===== src/rtl/phase_sequencer.sv =====
// Receiving end of the five-phase clock interface: tracks the instruction stage from the
// phase strobes, checks their ordering, counts retired instructions and raises stop requests.
module phase_sequencer #(
  parameter int unsigned CNT_W   = 16,
  parameter int unsigned TIMEOUT = 15
) (
  input  logic             clock,
  input  logic             reset_n,
  input  logic [4:0]       phase_in,
  input  logic             halt_req,
  input  logic             stop_ack,
  output logic [2:0]       stage,
  output logic [4:0]       stage_onehot,
  output logic             instr_done,
  output logic [CNT_W-1:0] instr_count,
  output logic             stop_req,
  output logic             seq_error,
  output logic [1:0]       err_code
);

  localparam int unsigned GAP_W = $clog2(TIMEOUT + 1);

  typedef enum logic [2:0] {
    ST_P0   = 3'd0,
    ST_P1   = 3'd1,
    ST_P2   = 3'd2,
    ST_P3   = 3'd3,
    ST_P4   = 3'd4,
    ST_IDLE = 3'd7
  } stage_e;

  stage_e           stage_q, stage_d;
  logic [GAP_W-1:0] gap_q, gap_d;
  logic [4:0]       onehot_q, onehot_d;
  logic             done_q, done_d;
  logic [CNT_W-1:0] cnt_q, cnt_d;
  logic             stop_q, stop_d;
  logic             err_q, err_d;
  logic [1:0]       code_q, code_d;

  logic             is_none, is_one, accept4, err_hit;
  logic [2:0]       one_idx;
  logic [1:0]       err_new;

  // Strobe classification: none, exactly one (with its index), or several
  always_comb begin
    is_none = (phase_in == 5'd0);
    is_one  = !is_none && ((phase_in & (phase_in - 5'd1)) == 5'd0);
    one_idx = 3'd0;
    for (int i = 0; i < 5; i++) begin
      if (phase_in[i]) one_idx = 3'(i);
    end
  end

  // Stage transitions, gap timing and error detection
  always_comb begin
    stage_d = stage_q;
    gap_d   = gap_q;
    accept4 = 1'b0;
    err_hit = 1'b0;
    err_new = 2'd0;
    case (stage_q)
      ST_IDLE: begin
        if (is_one && one_idx == 3'd0) begin
          stage_d = ST_P0;
          gap_d   = '0;
        end
      end
      ST_P4: begin
        if (is_one && one_idx == 3'd0) begin
          stage_d = ST_P0;
          gap_d   = '0;
        end else if (!is_none) begin
          stage_d = ST_IDLE;
          gap_d   = '0;
          err_hit = 1'b1;
          err_new = 2'd2;
        end
      end
      default: begin
        if (is_one && one_idx == stage_q + 3'd1) begin
          stage_d = stage_e'(one_idx);
          gap_d   = '0;
          accept4 = (one_idx == 3'd4);
        end else if (is_none) begin
          if (gap_q >= GAP_W'(TIMEOUT - 1)) begin
            stage_d = ST_IDLE;
            gap_d   = '0;
            err_hit = 1'b1;
            err_new = 2'd3;
          end else begin
            gap_d = gap_q + GAP_W'(1);
          end
        end else if (is_one && one_idx == 3'd0) begin
          stage_d = ST_P0;
          gap_d   = '0;
          err_hit = 1'b1;
          err_new = 2'd1;
        end else begin
          stage_d = ST_IDLE;
          gap_d   = '0;
          err_hit = 1'b1;
          err_new = 2'd2;
        end
      end
    endcase
  end

  // Output-side next values: retire count, stop handshake, sticky first-error capture
  always_comb begin
    onehot_d = 5'd0;
    if (stage_d != ST_IDLE) onehot_d = 5'd1 << stage_d;
    done_d = accept4;
    cnt_d  = cnt_q;
    if (accept4) cnt_d = cnt_q + CNT_W'(1);
    if (stop_q) stop_d = !stop_ack;
    else        stop_d = accept4 && halt_req;
    err_d  = err_q | err_hit;
    code_d = code_q;
    if (err_hit && !err_q) code_d = err_new;
  end

  always_ff @(posedge clock or negedge reset_n) begin
    if (!reset_n) begin
      stage_q  <= ST_IDLE;
      gap_q    <= '0;
      onehot_q <= 5'd0;
      done_q   <= 1'b0;
      cnt_q    <= '0;
      stop_q   <= 1'b0;
      err_q    <= 1'b0;
      code_q   <= 2'd0;
    end else begin
      stage_q  <= stage_d;
      gap_q    <= gap_d;
      onehot_q <= onehot_d;
      done_q   <= done_d;
      cnt_q    <= cnt_d;
      stop_q   <= stop_d;
      err_q    <= err_d;
      code_q   <= code_d;
    end
  end

  assign stage        = stage_q;
  assign stage_onehot = onehot_q;
  assign instr_done   = done_q;
  assign instr_count  = cnt_q;
  assign stop_req     = stop_q;
  assign seq_error    = err_q;
  assign err_code     = code_q;

endmodule


===== config.mk =====
export PLATFORM = sky130hd
export DESIGN_NAME = phase_sequencer
export DESIGN_NICKNAME = d
export VERILOG_FILES = /design/src/rtl/phase_sequencer.sv
export SDC_FILE = /design/constraint.sdc
export NUM_CORES = 1
export LEC_CHECK = 0
export ABC_AREA = 0
export CAP_MARGIN = 20
export CORE_UTILIZATION = 36
export CTS_BUF_LIST = sky130_fd_sc_hd__clkbuf_2 sky130_fd_sc_hd__clkbuf_4 sky130_fd_sc_hd__clkbuf_8
export DETAILED_ROUTE_END_ITERATION = 12
export GPL_TIMING_DRIVEN = 0
export PLACE_DENSITY_LB_ADDON = 0.3
export SLEW_MARGIN = 20
export SYNTH_ARGS = -nofsm -noshare
export SYNTH_HDL_FRONTEND = slang
export SYNTH_SLANG_ARGS = --single-unit

===== constraint.sdc =====
create_clock -name clock -period 3.6 [get_ports clock]
set_input_delay 0.72 -clock clock [delete_from_list [all_inputs] [get_ports clock]]
set_output_delay 0.72 -clock clock [all_outputs]
set_load 0.03 [all_outputs]

==> impl_metrics.env <==
export IMPL_outcome="finished clean"
export IMPL_crit_fanout=10
export IMPL_postSynth_asyncResetShare_pct=100
export IMPL_postLayoutSetupSlackWorst_ps=422
export IMPL_relative_slew_slack_pct=59.2
export IMPL_grt_setup_unrepaired="false"
export IMPL_flow_area_growth_from_synthesis_pct=31.0
export IMPL_boundaryPins=38
export IMPL_worst_ir_drop_vdd_mv=0.179
export IMPL_final_area_um2=2330
export IMPL_ys_warnings_count=0
export IMPL_seq_power_share_pct=36.6
export IMPL_grt_pass1_vias=1394
export IMPL_fillers=454
export IMPL_synth_area_in_simple_gates_pct=21.0
export IMPL_hp_class="primary input to asynchronous set/reset pin"
export IMPL_setup_viol=0
export IMPL_synthDominantAreaCellType="sky130_fd_sc_hd__dfrtp_1"
export IMPL_clk_pin_slew_ps=70
export IMPL_postSynthCellCount=169
export IMPL_clock_skew_ps=5.84
export IMPL_drive_above_1_share_pct=12.7
export IMPL_tightestPinTransition_ps=611
export IMPL_timing_setup_critical_path_class="primary input to flip-flop"
export IMPL_worstPathCellList="clkdlybuf4s50_1 -> or3_4 -> nor3b_4 -> o32ai_2 -> nor3_2 -> buf_2 -> nand4_1 -> xnor2_1"
export IMPL_clock_sink_count=33
export IMPL_grt_overflow=0
export IMPL_total_switching_power_uw=456
export IMPL_hold_ws_ps=299
export IMPL_die_height_um=72.3
export IMPL_critical_path_startpoint_type="primary input"
export IMPL_cap_violations=0
export IMPL_post_cts_buffers=0
export IMPL_period_needed_ps=3180
export IMPL_first_drt_iteration_drcs=89
export IMPL_power_combinational_fraction_pct=38.3
export IMPL_dominant_combinational_cell_family_by_area_after_synthesis="simple AND/OR/NAND/NOR gates"
export IMPL_crit_buf_inv=2
export IMPL_placeableCoreArea_um2=4720
export IMPL_synth_compound_area_share_pct=14.1
export IMPL_synth_area_top_cells="sky130_fd_sc_hd__dfrtp_1, sky130_fd_sc_hd__xnor2_1, sky130_fd_sc_hd__dfstp_2"
export IMPL_cts_tree="done"
export IMPL_netlist_area_leader_share_pct=42.2
export IMPL_timing_critical_path_slowest_stage_cell="sky130_fd_sc_hd__clkdlybuf4s50_1"
export IMPL_timing_fmax_mhz=315
export IMPL_cts_root_buffer="sky130_fd_sc_hd__clkbuf_8"
export IMPL_first_pass_iters=4
export IMPL_avgSynthCellArea_um2=10.5
export IMPL_hpwl_after_detailed_placement_um=2800
export IMPL_buffer_ports_inserted=35
export IMPL_core_rowCount=25
export IMPL_clock_latency_ps=280
export IMPL_syn_area_um2=1780
export IMPL_swShare_pct=37.4
export IMPL_cts_hold_buffers=0
export IMPL_num_antenna_cells=0
export IMPL_timing_setup_tns_ps=0
export IMPL_tritoncts_num_buffers=5
export IMPL_globalplace_congestion=0.874
export IMPL_antenna_violating_nets_post_route=0
export IMPL_synth_xor_area_share_pct=8.87
export IMPL_cp_arrival_ps=3340
export IMPL_critPathTopFamily="simple AND/OR/NAND/NOR gates"
export IMPL_pre_cts_setup_slack_ps=121
export IMPL_synthesized_net_count=184
export IMPL_dpl_cell_area_um2=2230
export IMPL_share_of_synthesized_area_occupied_by_flip_flops_and_latches_pct=46.7
export IMPL_synth_flop_type="sky130_fd_sc_hd__dfrtp_1"
export IMPL_p_clk_share_pct=25.1
export IMPL_cts_max_level=2
export IMPL_timing_final_max_slew_violations=0
export IMPL_mostFrequentLayoutCell="sky130_fd_sc_hd__clkdlybuf4s50_1"
export IMPL_wl_um=3900
export IMPL_synth_seq_cells=33
export IMPL_worst_ep_required_time_ps=3760
export IMPL_finalHoldViolations=0
export IMPL_floorplan_die_area_um2=5220
export IMPL_count_of_cell_types_in_the_netlist=46
export IMPL_p_per_cell_area_nw_per_um2=525
export IMPL_die_width_um=72.3
export IMPL_layout_nets=227
export IMPL_slowest_delay_ps=550
export IMPL_p_leak_uw=0.000974
export IMPL_detail_route_vias_per_cell=5.18
export IMPL_internal_power_uw=766
export IMPL_critPathCaptureType="flip-flop"
export IMPL_num_vias=1450
export IMPL_cts_resized=0
export IMPL_grt_max_degree=25
export IMPL_number_of_enable_flip_flop_cells_after_synthesis=0
export IMPL_layout_cells_most_common_list="sky130_fd_sc_hd__clkdlybuf4s50_1, sky130_fd_sc_hd__dfrtp_1, sky130_fd_sc_hd__xnor2_1, sky130_fd_sc_hd__o21ai_0, sky130_fd_sc_hd__nor2_1"
export IMPL_routed_wire_length_per_instance_um=13.9
export IMPL_start_util_pct=37.6
export IMPL_remaining_drc_errors=0
export IMPL_ctsLongestPathBuffers=2
export IMPL_antenna_found_initial=0
export IMPL_final_period_utilization_pct=88.3
export IMPL_first_pass_grt_wire_length_um=6540
export IMPL_post_synth_fa_ha_maj_area_fraction_pct=4.22
export IMPL_yosys_mux_area_fraction_pct=2.32
export IMPL_grtUsageTotal_pct=16.4
## final timing paths
| check | from | end | slack, ps | depth (start not counted) |
|---|---|---|---|---|
| worst min register to register | stop_req | stop_req | 470 | 1 |
| worst max-delay path | phase_in[2] | instr_count[10] | 420 | 8 |
| worst min-delay path | reset_n | instr_done | 300 | 1 |
| worst max register to register | stage[0] | instr_count[10] | 560 | 9 |
| max in group asynchronous | reset_n | stage[0] | 2810 | 2 |
| min in group clock | stop_req | stop_req | 470 | 1 |
## metal layers
layer / global-route usage [%] / routed length, um
met2: 25.3 / 1780
met3: 4.17 / 174
met1: 21.8 / 1900
met5: 0 / 0
met4: 7.41 / 51
## cells by family after synthesis
family | after synthesis
simple gates | 62
compound gates | 35
mux | 4
xor+xnor | 18
fa+ha+maj | 6
buf+inv | 11
flops | 33
## synth_stat cells, types with 2 or more instances
cell type                   n
sky130_fd_sc_hd__o211ai_1   3
sky130_fd_sc_hd__inv_1      6
sky130_fd_sc_hd__o21ai_0   10
sky130_fd_sc_hd__nand3_1    9
sky130_fd_sc_hd__nor2_1    10
sky130_fd_sc_hd__nand4_1    5
sky130_fd_sc_hd__dfrtp_1   30
sky130_fd_sc_hd__a21o_1     3
sky130_fd_sc_hd__mux2i_1    3
sky130_fd_sc_hd__nor3_1     6
sky130_fd_sc_hd__nand2_1    8
sky130_fd_sc_hd__and3_1     5
sky130_fd_sc_hd__a21oi_1    6
sky130_fd_sc_hd__xor2_1     2
sky130_fd_sc_hd__dfstp_2    3
sky130_fd_sc_hd__nor3b_1    4
sky130_fd_sc_hd__and4_1     2
sky130_fd_sc_hd__nor4_1     2
sky130_fd_sc_hd__xnor2_1   16
sky130_fd_sc_hd__a211oi_1   3
sky130_fd_sc_hd__ha_1       6
sky130_fd_sc_hd__clkbuf_1   3
## sequential cells by signal (all words and copies together) (netlist names)
register / count
err_code: 2
gap_q: 4
seq_error: 1
stage: 3
stage_onehot: 5
instr_count: 16
instr_done: 1
stop_req: 1
## power by group through the flow
stage          registers (uW)  clock network, uW  logic, uW
3_3_place_gp              453                  0        458
5_1_grt                   451                339        516
3_5_place_dp              454                  0        467
6_report                  447                307        468
4_1_cts                   448                320        467
2_1_floorplan             507                  0        270
## stage by stage
stage	utilization, %	total power [uW]	instances
after floorplan	-	776	169
after global placement	46.8	911	271
after detailed placement	47.2	921	272
after CTS	49.3	1230	280
after global routing	49.3	1310	280
final	49.3	1220	280
## cell type report
class	instances	area (um^2)	share of cell area [%]
Sequential cell	33	830	35.6
Inverter	6	22.5	0.967
Buffer	5	27.5	1.18
Clock inverter	1	5.00	0.215
Clock buffer	7	96.3	4.14
Tap cell	67	83.8	3.60
Timing Repair Buffer	36	365	15.7
Multi-Input combinational cell	125	898	38.6
(Power assumes the default switching activity.)
